[src/rtl/lgu_pkg.sv]
// Shared types for the logic/shift unit writeback path.
// Latency: n/a (types and constants only).
// Backpressure: n/a.
package lgu_pkg;

  localparam int DATA_W = 16;
  localparam int ADDR_W = 3;

  // One buffered result, exactly as produced by the logic/shift unit.
  typedef struct packed {
    logic [DATA_W-1:0] data;
    logic              z;
    logic              n;
    logic              wr_en;
    logic [ADDR_W-1:0] wr_addr;
    logic              flag_en;
  } wb_entry_t;

  typedef enum logic [1:0] {
    WB_EMPTY,
    WB_HALF,
    WB_FULL
  } wb_state_t;

endpackage

[src/rtl/lgu_skid_buf.sv]
// 2-entry skid buffer of wb_entry_t: head register plus one skid slot, FIFO order.
// Latency: 1 cycle from accept to o_vld; full rate of 1 entry/cycle when drained every cycle.
// Backpressure: o_rdy is decoded from state only (low in FULL); flush empties both slots.
module lgu_skid_buf
  import lgu_pkg::*;
(
  input  logic      clk,
  input  logic      rst,
  input  logic      flush,
  input  logic      i_vld,
  input  wb_entry_t i_entry,
  output logic      o_rdy,
  output logic      o_vld,
  input  logic      i_rdy,
  output wb_entry_t o_head
);

  wb_state_t r_state, w_state_nxt;
  wb_entry_t r_head,  w_head_nxt;
  wb_entry_t r_skid,  w_skid_nxt;
  logic      w_accept;
  logic      w_retire;

  assign o_rdy    = (r_state != WB_FULL);
  assign o_vld    = (r_state != WB_EMPTY);
  assign o_head   = r_head;
  assign w_accept = i_vld & o_rdy;
  assign w_retire = o_vld & i_rdy;

  // Next state and slot contents; flush drops everything, including a same-cycle accept.
  always_comb begin
    w_state_nxt = r_state;
    w_head_nxt  = r_head;
    w_skid_nxt  = r_skid;
    if (flush) begin
      w_state_nxt = WB_EMPTY;
      w_head_nxt  = '0;
      w_skid_nxt  = '0;
    end else begin
      case (r_state)
        WB_EMPTY: begin
          if (w_accept) begin
            w_head_nxt  = i_entry;
            w_state_nxt = WB_HALF;
          end
        end
        WB_HALF: begin
          if (w_accept && !w_retire) begin
            w_skid_nxt  = i_entry;
            w_state_nxt = WB_FULL;
          end else if (w_retire && !w_accept) begin
            w_state_nxt = WB_EMPTY;
          end else if (w_accept && w_retire) begin
            w_head_nxt  = i_entry;
          end
        end
        WB_FULL: begin
          if (w_retire) begin
            w_head_nxt  = r_skid;
            w_state_nxt = WB_HALF;
          end
        end
        default: begin
          w_state_nxt = WB_EMPTY;
        end
      endcase
    end
  end

  // State and slot registers; reset wins over flush and handshakes.
  always_ff @(posedge clk) begin
    if (rst) begin
      r_state <= WB_EMPTY;
      r_head  <= '0;
      r_skid  <= '0;
    end else begin
      r_state <= w_state_nxt;
      r_head  <= w_head_nxt;
      r_skid  <= w_skid_nxt;
    end
  end

endmodule

[src/rtl/lgu_wb_stage.sv]
// Writeback stage after the logic/shift unit: buffers results, drives RF write, owns Z/N flags.
// Latency: 1 cycle in_valid to out_valid; flags update the cycle after an entry retires.
// Backpressure: 2-entry skid buffer; in_ready drops only when both slots are occupied.
module lgu_wb_stage #(
  parameter int DATA_W = 16,
  parameter int ADDR_W = 3
) (
  input  logic              clk,
  input  logic              rst,
  input  logic              flush,
  input  logic              in_valid,
  output logic              in_ready,
  input  logic [DATA_W-1:0] in_data,
  input  logic              in_z,
  input  logic              in_n,
  input  logic              in_wr_en,
  input  logic [ADDR_W-1:0] in_wr_addr,
  input  logic              in_flag_en,
  output logic              out_valid,
  input  logic              out_ready,
  output logic [DATA_W-1:0] out_data,
  output logic              out_wr_en,
  output logic [ADDR_W-1:0] out_wr_addr,
  output logic              flag_z,
  output logic              flag_n
);

  import lgu_pkg::*;

  wb_entry_t w_in_entry;
  wb_entry_t w_head;
  logic      w_out_vld;
  logic      w_retire;
  logic      r_flag_z;
  logic      r_flag_n;

  // Flags are captured verbatim from the unit; nothing is recomputed here.
  assign w_in_entry.data    = in_data;
  assign w_in_entry.z       = in_z;
  assign w_in_entry.n       = in_n;
  assign w_in_entry.wr_en   = in_wr_en;
  assign w_in_entry.wr_addr = in_wr_addr;
  assign w_in_entry.flag_en = in_flag_en;

  lgu_skid_buf u_skid (
    .clk     (clk),
    .rst     (rst),
    .flush   (flush),
    .i_vld   (in_valid),
    .i_entry (w_in_entry),
    .o_rdy   (in_ready),
    .o_vld   (w_out_vld),
    .i_rdy   (out_ready),
    .o_head  (w_head)
  );

  // A retire in the flush cycle is a real transfer, so it still commits its flags.
  assign w_retire = w_out_vld & out_ready;

  // Architectural Z/N: only retiring entries with flag_en touch them; flush leaves them alone.
  always_ff @(posedge clk) begin
    if (rst) begin
      r_flag_z <= 1'b1;
      r_flag_n <= 1'b0;
    end else if (w_retire && w_head.flag_en) begin
      r_flag_z <= w_head.z;
      r_flag_n <= w_head.n;
    end
  end

  assign out_valid   = w_out_vld;
  assign out_data    = w_head.data;
  assign out_wr_en   = w_out_vld & w_head.wr_en;
  assign out_wr_addr = w_head.wr_addr;
  assign flag_z      = r_flag_z;
  assign flag_n      = r_flag_n;

endmodule

[config.mk]
export PLATFORM = sky130hd
export DESIGN_NAME = lgu_wb_stage
export DESIGN_NICKNAME = d
export VERILOG_FILES = /design/src/rtl/lgu_pkg.sv /design/src/rtl/lgu_skid_buf.sv /design/src/rtl/lgu_wb_stage.sv
export SDC_FILE = /design/constraint.sdc
export NUM_CORES = 1
export LEC_CHECK = 0
export ABC_AREA = 1
export BUFFER_PORTS_ARGS = -buffer_cell sky130_fd_sc_hd__buf_2
export CORE_UTILIZATION = 58
export CTS_BUF_LIST = sky130_fd_sc_hd__clkbuf_8
export CTS_CLUSTER_DIAMETER = 30
export CTS_CLUSTER_SIZE = 25
export DETAILED_ROUTE_END_ITERATION = 10
export GPL_TIMING_DRIVEN = 0
export PLACE_DENSITY = 0.91
export SYNTH_ARGS = -nofsm -noshare
export SYNTH_HDL_FRONTEND = slang
export SYNTH_SLANG_ARGS = --single-unit
[constraint.sdc]
create_clock -name clk -period 3.2 [get_ports clk]
set_input_delay 0.32 -clock clk [delete_from_list [all_inputs] [get_ports clk]]
set_output_delay 0.32 -clock clk [all_outputs]
set_load 0.1 [all_outputs]
==> impl_metrics.tcl <==
set metrics [dict create \
    netlist_area_um2 2366 \
    p_switching_mw 0.3849 \
    rsz0062_at_grt "false" \
    status "finished, final reports clean" \
    grt_max_degree 15 \
    cts_setup_buffers 0 \
    ctsResizeCount 0 \
    arrival_ps 1600 \
    max_freq_mhz 519.9 \
    setup_viol 0 \
    cts_buffer_depth 2 \
    tritoncts "done" \
    drt_wl_total_mm 4.983 \
    final_cell_mix "nand2_1 (123), nor2_1 (100), buf_2 (57)" \
    synth_area_per_cell_um2 6.343 \
    die_w_um 65.87 \
    final_area_um2 2773 \
    synth.yosys.seq_area_share 0.4231 \
    fin_setup_tns_ps 0 \
    layout.nets 459 \
    die_area_um2 4339 \
    antenna_found_initial 0 \
    place_ws_ps 1610 \
    slew_headroom 0.6759 \
    rows 22 \
    synth_seq_cells 50 \
    worst_clock_skew_ps 4.149 \
    path_class "reg2out" \
    dp_hpwl_mm 3.547 \
    initial_utilization 0.6229 \
    placed_area_um2 2681 \
    ys_types 14 \
    cap_violations 0 \
    vias 2238 \
    switching_share 0.3041 \
    syn_inst 373 \
    areaGrowthSynthToFinish_pct 17.19 \
    internal_power_mw 0.8808 \
    drt_iter0_markers 113 \
    irDropWorstVdd_v 0.0002813 \
    diodes 0 \
    gp_routability_congestion 0.7873 \
    ant_nets 0 \
    cp.required_ps 2880 \
    avgRoutedWirePerCell_um 10.38 \
    worst_slew_pin_slew_ps 489.6 \
    drv_slew 0 \
    clkPwrFrac 0.296 \
    first_global_vias 2162 \
    min_period_ps 1923 \
    clk_latency_ps 300 \
    drc 0 \
    min_period_over_period 0.6011 \
    grt_pass1_wl_mm 8.852 \
    place_inst 472 \
    cts_hold_buf 0 \
    startpoint_type "flip-flop" \
    synth_nets 401 \
    p_per_area_nw_per_um2 456.5 \
    pwr-share-seq 0.512 \
    hold_class "in2reg" \
    combinationalPowerShare 0.192 \
    final_core_util 0.7299 \
    first_pass_iters 4 \
    gr-total-overflow 0 \
    portBuffers 51 \
    crit_path_max_fanout 10 \
    drive_gt1_frac 0.2106 \
    end_kind "output port" \
    cts_buffers 5 \
    yosysWarnings 0 \
    power.leakage_nw 1.454 \
    clock_sinks 50 \
    final_cells 480 \
    h-tree-depth 2 \
    clk_pin_slew_ps 80 \
    setup_ws_ps 1277 \
    track_usage 0.2678 \
    die_h_um 65.87 \
    fp.coreArea_um2 3799 \
    cts-root-buf "clkbuf_8" \
    pin_count 52 \
    via_per_inst 4.663 \
    final_hold_viol_count 0 \
    layout_commonest_cell "nand2_1" \
]
## worst paths after layout
path                            slack, ps                        endpoint  cells after the start                            from
worst max-delay path                 1280                        in_ready                      4  u_skid.r_state[0]$_SDFFE_PP0P_
worst min-delay path                  250             flag_z$_SDFFE_PP1P_                      3                             rst
worst max register to register       1790   u_skid.o_head[8]$_SDFFE_PP0P_                      6  u_skid.r_state[1]$_SDFFE_PP0P_
worst min register to register        490  u_skid.r_skid[12]$_SDFFE_PP0P_                      2  u_skid.r_skid[12]$_SDFFE_PP0P_
## routing by layer
layer | track usage | part of all wire | wire [um]
met1 | 0.3057 | 0.45 | 2220
met2 | 0.4643 | 0.48 | 2375
met3 | 0.07069 | 0.060 | 300
met4 | 0.1168 | 0.017 | 87
met5 | 0 | 0 | 0
## synthesized netlist by cell type
cell type / instances / area share
nand3_1: 4 / 0.0085
buf_2: 6 / 0.013
nand2_1: 123 / 0.20
buf_1: 1 / 0.0016
nand2_2: 2 / 0.0053
a21oi_1: 1 / 0.0021
dfxtp_1: 50 / 0.42
inv_1: 31 / 0.049
nor2_1: 100 / 0.16
buf_6: 2 / 0.0095
clkbuf_1: 4 / 0.0063
buf_4: 23 / 0.073
o21ai_0: 25 / 0.053
nor3_1: 1 / 0.0021
## sequential cells by signal, summed over array words and instances, names as in the netlist
name / count
u_skid.r_skid: 23
u_skid.o_head: 23
u_skid.r_state: 2
flag_n: 1
flag_z: 1
## cells by family (layout without fill, tap and decap cells)
logic type,after synthesis,in the layout,share of synthesized area
buffers and inverters,67,126,0.1523
AND/OR/NAND/NOR,230,230,0.3696
AO/OA/AOI/OAI,26,26,0.05500
flip-flops,50,50,0.4231
## cell type report
class	count	area, um2
Inverter	31	116.4
Buffer	36	244.0
Sequential cell	50	1001
Multi-Input combinational cell	256	1005
Clock inverter	2	8.758
Tap cell	48	60.06
Timing Repair Buffer	51	255.2
Clock buffer	6	82.58
Fill cell	335	1026
## power groups by stage
stage	clock network, mW	registers, mW	logic, mW
after floorplan	0	0.662	0.191
after global placement	0	0.661	0.238
after detailed placement	0	0.662	0.242
after CTS	0.377	0.647	0.244
after global routing	0.401	0.649	0.267
final	0.375	0.647	0.243
## stage by stage
stage / power [mW] / hold slack (ps)
2_1_floorplan: 0.8526 / 428.9
3_5_place_dp: 0.9041 / 472.7
5_1_grt: 1.317 / 274.3
6_report: 1.266 / 247.9
4_1_cts: 1.268 / 243.1
3_3_place_gp: 0.8989 / 453.8
## critical path, stage by stage (launching register included)
cell and delay (ps):
dfxtp_1 350, inv_1 70, nand2_2 150, buf_2 260, buf_2 460
No activity file was read; power rests on OpenSTA's default activity.
